## src/rtl/irq_ctrl_pkg.sv

```systemverilog
// Shared register map and VEC field layout for the interrupt controller.
// Used by irq_ctrl and any software-facing collateral that decodes its registers.
package irq_ctrl_pkg;

  localparam logic [1:0] ADR_PEND = 2'd0;
  localparam logic [1:0] ADR_MASK = 2'd1;
  localparam logic [1:0] ADR_MODE = 2'd2;
  localparam logic [1:0] ADR_VEC  = 2'd3;

  localparam int VEC_ACTIVE_BIT = 7;
  localparam int VEC_IDX_LSB    = 0;
  localparam int VEC_IDX_W      = 3;

  function automatic logic [7:0] vec_pack(input logic active, input logic [VEC_IDX_W-1:0] idx);
    logic [7:0] v;
    v = '0;
    v[VEC_ACTIVE_BIT] = active;
    v[VEC_IDX_LSB +: VEC_IDX_W] = idx;
    return v;
  endfunction

endpackage

```

## src/rtl/irq_prio_enc.sv

```systemverilog
// Fixed-priority encoder: bit 0 is highest priority, idx is 0 when nothing is requested.
module irq_prio_enc #(
  parameter int NUM_IRQ = 8
) (
  input  logic [NUM_IRQ-1:0] req_i,
  output logic [2:0]         idx_o,
  output logic               valid_o
);

  // NOTE: outputs get a default before the loop so no path leaves them unassigned (no latch).
  always_comb begin
    idx_o   = '0;
    valid_o = |req_i;
    // Scan from the top so the lowest set bit is the last one written.
    for (int i = NUM_IRQ - 1; i >= 0; i--) begin
      if (req_i[i]) idx_o = 3'(i);
    end
  end

endmodule

```

## src/rtl/irq_ctrl.sv

```systemverilog
// Wishbone interrupt controller: PEND/MASK/MODE/VEC registers and a registered CPU interrupt.
// Define IRQ_CTRL_EDGE_EN to build edge-mode support (MODE register, irq_q2, W1C clears).
module irq_ctrl
  import irq_ctrl_pkg::*;
#(
  parameter int NUM_IRQ = 8
) (
  input  logic               clk_i,
  input  logic               rst_i,
  input  logic [1:0]         wb_adr_i,
  input  logic [7:0]         wb_dat_i,
  input  logic               wb_we_i,
  input  logic               wb_cyc_i,
  input  logic               wb_stb_i,
  output logic [7:0]         wb_dat_o,
  output logic               wb_ack_o,
  input  logic [NUM_IRQ-1:0] irq_i,
  output logic               cpu_irq_o
);

  logic [NUM_IRQ-1:0] irq_q;
  logic [NUM_IRQ-1:0] pend_q, pend_d;
  logic [NUM_IRQ-1:0] mask_q, mask_d;
  logic [NUM_IRQ-1:0] mode_rd;
  logic [NUM_IRQ-1:0] wr_data;
  logic               cpu_irq_q, cpu_irq_d;
  logic               wr;
  logic [2:0]         vec_idx;
  logic               vec_valid;

  assign wb_ack_o = wb_stb_i & wb_cyc_i;
  assign wr       = wb_ack_o & wb_we_i;
  assign wr_data  = wb_dat_i[NUM_IRQ-1:0];

  always_comb begin
    mask_d = mask_q;
    if (wr && wb_adr_i == ADR_MASK) mask_d = wr_data;
    cpu_irq_d = |(pend_q & mask_q);
  end

`ifdef IRQ_CTRL_EDGE_EN
  logic [NUM_IRQ-1:0] irq_q2;
  logic [NUM_IRQ-1:0] mode_q, mode_d;
  logic [NUM_IRQ-1:0] rise, w1c, mode_chg;
  logic [1:0]         armed_q;

  always_comb begin
    mode_d = mode_q;
    if (wr && wb_adr_i == ADR_MODE) mode_d = wr_data;
    // armed_q[1] marks that irq_q2 holds a sample taken after reset release.
    rise     = irq_q & ~irq_q2 & {NUM_IRQ{armed_q[1]}};
    w1c      = (wr && wb_adr_i == ADR_PEND) ? wr_data : '0;
    mode_chg = mode_d ^ mode_q;
    pend_d   = (mode_q & (rise | (pend_q & ~w1c))) | (~mode_q & irq_q);
    pend_d   = pend_d & ~mode_chg;
  end

  always_ff @(posedge clk_i or posedge rst_i) begin
    if (rst_i) begin
      irq_q2  <= '0;
      mode_q  <= '0;
      armed_q <= '0;
    end else begin
      irq_q2  <= irq_q;
      mode_q  <= mode_d;
      armed_q <= {armed_q[0], 1'b1};
    end
  end

  assign mode_rd = mode_q;
`else
  // Every source is level-sensitive: pend simply tracks the synchronised request.
  always_comb begin
    pend_d = irq_q;
  end

  assign mode_rd = '0;
`endif

  // NOTE: state registers use non-blocking assignments so all flops update from pre-edge values.
  always_ff @(posedge clk_i or posedge rst_i) begin
    if (rst_i) begin
      irq_q     <= '0;
      pend_q    <= '0;
      mask_q    <= '0;
      cpu_irq_q <= 1'b0;
    end else begin
      irq_q     <= irq_i;
      pend_q    <= pend_d;
      mask_q    <= mask_d;
      cpu_irq_q <= cpu_irq_d;
    end
  end

  assign cpu_irq_o = cpu_irq_q;

  irq_prio_enc #(.NUM_IRQ(NUM_IRQ)) u_prio_enc (
    .req_i   (pend_q & mask_q),
    .idx_o   (vec_idx),
    .valid_o (vec_valid)
  );

  always_comb begin
    wb_dat_o = '0;
    unique case (wb_adr_i)
      ADR_PEND: wb_dat_o[NUM_IRQ-1:0] = pend_q;
      ADR_MASK: wb_dat_o[NUM_IRQ-1:0] = mask_q;
      ADR_MODE: wb_dat_o[NUM_IRQ-1:0] = mode_rd;
      ADR_VEC:  wb_dat_o = vec_pack(vec_valid, vec_idx);
      default:  wb_dat_o = '0;
    endcase
  end

endmodule

```

## config.mk

```make
export PLATFORM = sky130hd
export DESIGN_NAME = irq_ctrl
export DESIGN_NICKNAME = d
export VERILOG_FILES = /design/src/rtl/irq_ctrl_pkg.sv /design/src/rtl/irq_prio_enc.sv /design/src/rtl/irq_ctrl.sv
export SDC_FILE = /design/constraint.sdc
export NUM_CORES = 1
export LEC_CHECK = 0
export ABC_AREA = 1
export CORE_MARGIN = 2
export CORE_UTILIZATION = 50
export CTS_CLUSTER_DIAMETER = 60
export DETAILED_ROUTE_END_ITERATION = 10
export GPL_ROUTABILITY_DRIVEN = 0
export PLACE_DENSITY = 0.83
export SETUP_SLACK_MARGIN = 0.5
export SLEW_MARGIN = 10
export SYNTH_ARGS = -nofsm -noshare
export SYNTH_HDL_FRONTEND = slang
export SYNTH_HIERARCHICAL = 1
export SYNTH_SLANG_ARGS = --single-unit
```

## constraint.sdc

```tcl
create_clock -name clk_i -period 3.5 [get_ports clk_i]
set_input_delay 0.7 -clock clk_i [delete_from_list [all_inputs] [get_ports clk_i]]
set_output_delay 0.7 -clock clk_i [all_outputs]
set_load 0.01 [all_outputs]
```

==> flow_summary.toml <==
[timing]
maxSlewViolCount = 0
setup-violations-final = 0
fmax_ghz = 0.356
rsz0062_at_grt = "no"
worst_slew_pin_slew_ns = 0.911
fin_crit_sh_pct = 80.2
fin_skew_ns = 0.00228
whs_ns = 0.365
tns_ns = 0
fin_ws_ns = 0.693
final_hold_viol_count = 0
min_period_ns = 2.81
slew_headroom_pct = 39.2

[critical_path]
crit_required_ns = 2.80
crit_fanout = 8
cp_data_arrival_time_ns = 2.11
critPathCaptureType = "output pin"
crit_path_start_kind = "input pin"
crit_chain = "dlygate4sd2_1 -> nand2_2 -> buf_4 -> o21ai_0 -> clkdlybuf4s50_1"
critical_path.slowest_cell = "clkdlybuf4s50_1"
r2r_start = "pend_q[5]"
path_class = "in2out"
max_stage_delay_ns = 0.56
cp-startpoint = "wb_adr_i[0]"

[worst_hold_path]
min-delay-start = "irq_q[7]"
min_path_type = "reg2reg"

[synthesis]
syn_nets = 161
synth.distinct_cells = 16
synth.avg_cell_area_um2 = 8.38
synth_area_um2 = 1160
yosysSeqAreaShare_pct = 54.1
synth-warning-count = 6
ys_ff_latch = 25
synthCells = 138

[run]
maxCapViolations = 0

[global_route]
grt_pass1_vias = 987
grt_usage_pct = 20.7
overflow = 0
grt_pass1_wl_mm = 4.11
antenna_found_initial = 0
grt_start_max_net_pins = 26

[route]
vias = 962
routed_wl_mm = 2.37
vias_per_cell = 4.79
drt-initial-drc-count = 18
drcViolationCount = 0
ant_nets = 0
wl_per_cell_um = 11.8
firstDrtPassIters = 4

[floorplanning]
die_h_um = 52.1
pin_count = 33
core_area_um2 = 2190
die_area_um2 = 2710
initial_utilization_pct = 52.8
die_x_um = 52.1
rows = 17

[placed_design]
dp_hpwl_mm = 1.86
io_buffers = 32
dpl-instance-area_um2 = 1500
place_ws_ns = 0.359

[finish]
antenna_cells = 0
layout_commonest_cell = "nand2_1"
final_area_um2 = 1520
drive_gt1_share_pct = 5.78
area_growth_pct = 31.7
layout.nets = 197
final_cell_mix = "nand2_1, clkdlybuf4s50_1, inv_1, dfrtp_1, nand3_1"

[clocking]
numCtsBuffers = 3
insertion_delay_ns = 0.31
clkTransAtPathRegs_ns = 0.12
cts_tree = "built"
cts_num_sinks = 25
cts_max_level = 1
root_buffer = "clkbuf_4"
cts_hold_buf = 0
clock_tree.buffer_depth = 2

[power_and_ir_drop]
vdd_drop_max_mv = 0.367
p_leak_uw = 0.000785
power_uw = 642
powerDensity_nw_per_um2 = 422

[outcome]
status = "finished clean"
-- worst max-delay path: cells and delay by family --
kind                   cells  cell delay [ns]
AOI/OAI and AO/OA          1             0.16
buffers and inverters      3             1.07
and+or+nand+nor            1             0.17
-- layer usage --
metal	share of wire, %	vias to the layer above	routed length [um]	GRT usage (%)
met5	0	-	0	0
met1	44	448	1050	25.8
met2	51	22	1220	37.8
met3	3.1	2	74	2.59
met4	1.1	0	26	5.26
li1	-	490	-	-
-- kinds of logic after synthesis --
group / Yosys count / share of synthesized area (%)
compound gates: 14 / 7.90
buf+inv: 31 / 11.4
flops: 25 / 54.1
simple gates: 68 / 26.6
-- sequential cells by signal (all words and copies together) (netlist names) --
name	flops
cpu_irq_o	1
pend_q	8
irq_q	8
mask_q	8
-- layout make-up --
type                       instances  area (um^2)
clock buffer                       4         26.3
fill                             168          668
inverter                          29          109
multi-input combinational         82          402
sequential                        25          626
tap                               28         35.0
timing repair buffer              33          325
-- cells in the mapped netlist --
library cell / number / area share, %
a21oi_1: 1 / 0.43
a31oi_1: 1 / 0.54
buf_6: 2 / 1.9
dfrtp_1: 25 / 54
inv_1: 27 / 8.8
inv_2: 2 / 0.65
nand2_1: 41 / 13
nand2_2: 1 / 0.54
nand3_1: 18 / 7.8
nand4_1: 1 / 0.54
nor2_1: 4 / 1.3
nor2_8: 1 / 1.7
nor3_2: 1 / 0.87
o21ai_0: 4 / 1.7
o21bai_1: 8 / 5.2
or2_1: 1 / 0.54
-- stage by stage --
step                utilization (%)  std cells
detailed placement             68.3        197
finish                         69.5        201
CTS                            69.5        201
global route                   69.5        201
floorplan                         -        138
global placement               68.3        197
-- path summary, 6_finish.rpt --
kind / end / slack, ns / cells past startpoint
worst max-delay path: wb_dat_o[4] / 0.69 / 5
worst min-delay path: pend_q[7] / 0.37 / 0
worst max register to register: cpu_irq_o / 2.66 / 4
worst min register to register: pend_q[7] / 0.37 / 0
max in group asynchronous: mask_q[0] / 2.08 / 2
min in group asynchronous: irq_q[0] / 0.87 / 2
-- power by group --
group / total [uW] / internal [uW] / switching, uW
combinational: 177 / 86.3 / 90.3
sequential: 341 / 321 / 20.0
clock: 124 / 44.6 / 79.7
total: 642 / 452 / 190
-- timing repair --
item	4_1_cts	5_1_grt
buffers inserted	0	0
resized for setup	3	0
setup endpoints to repair	8	0
Note: power is estimated with default switching activity, not from simulation.
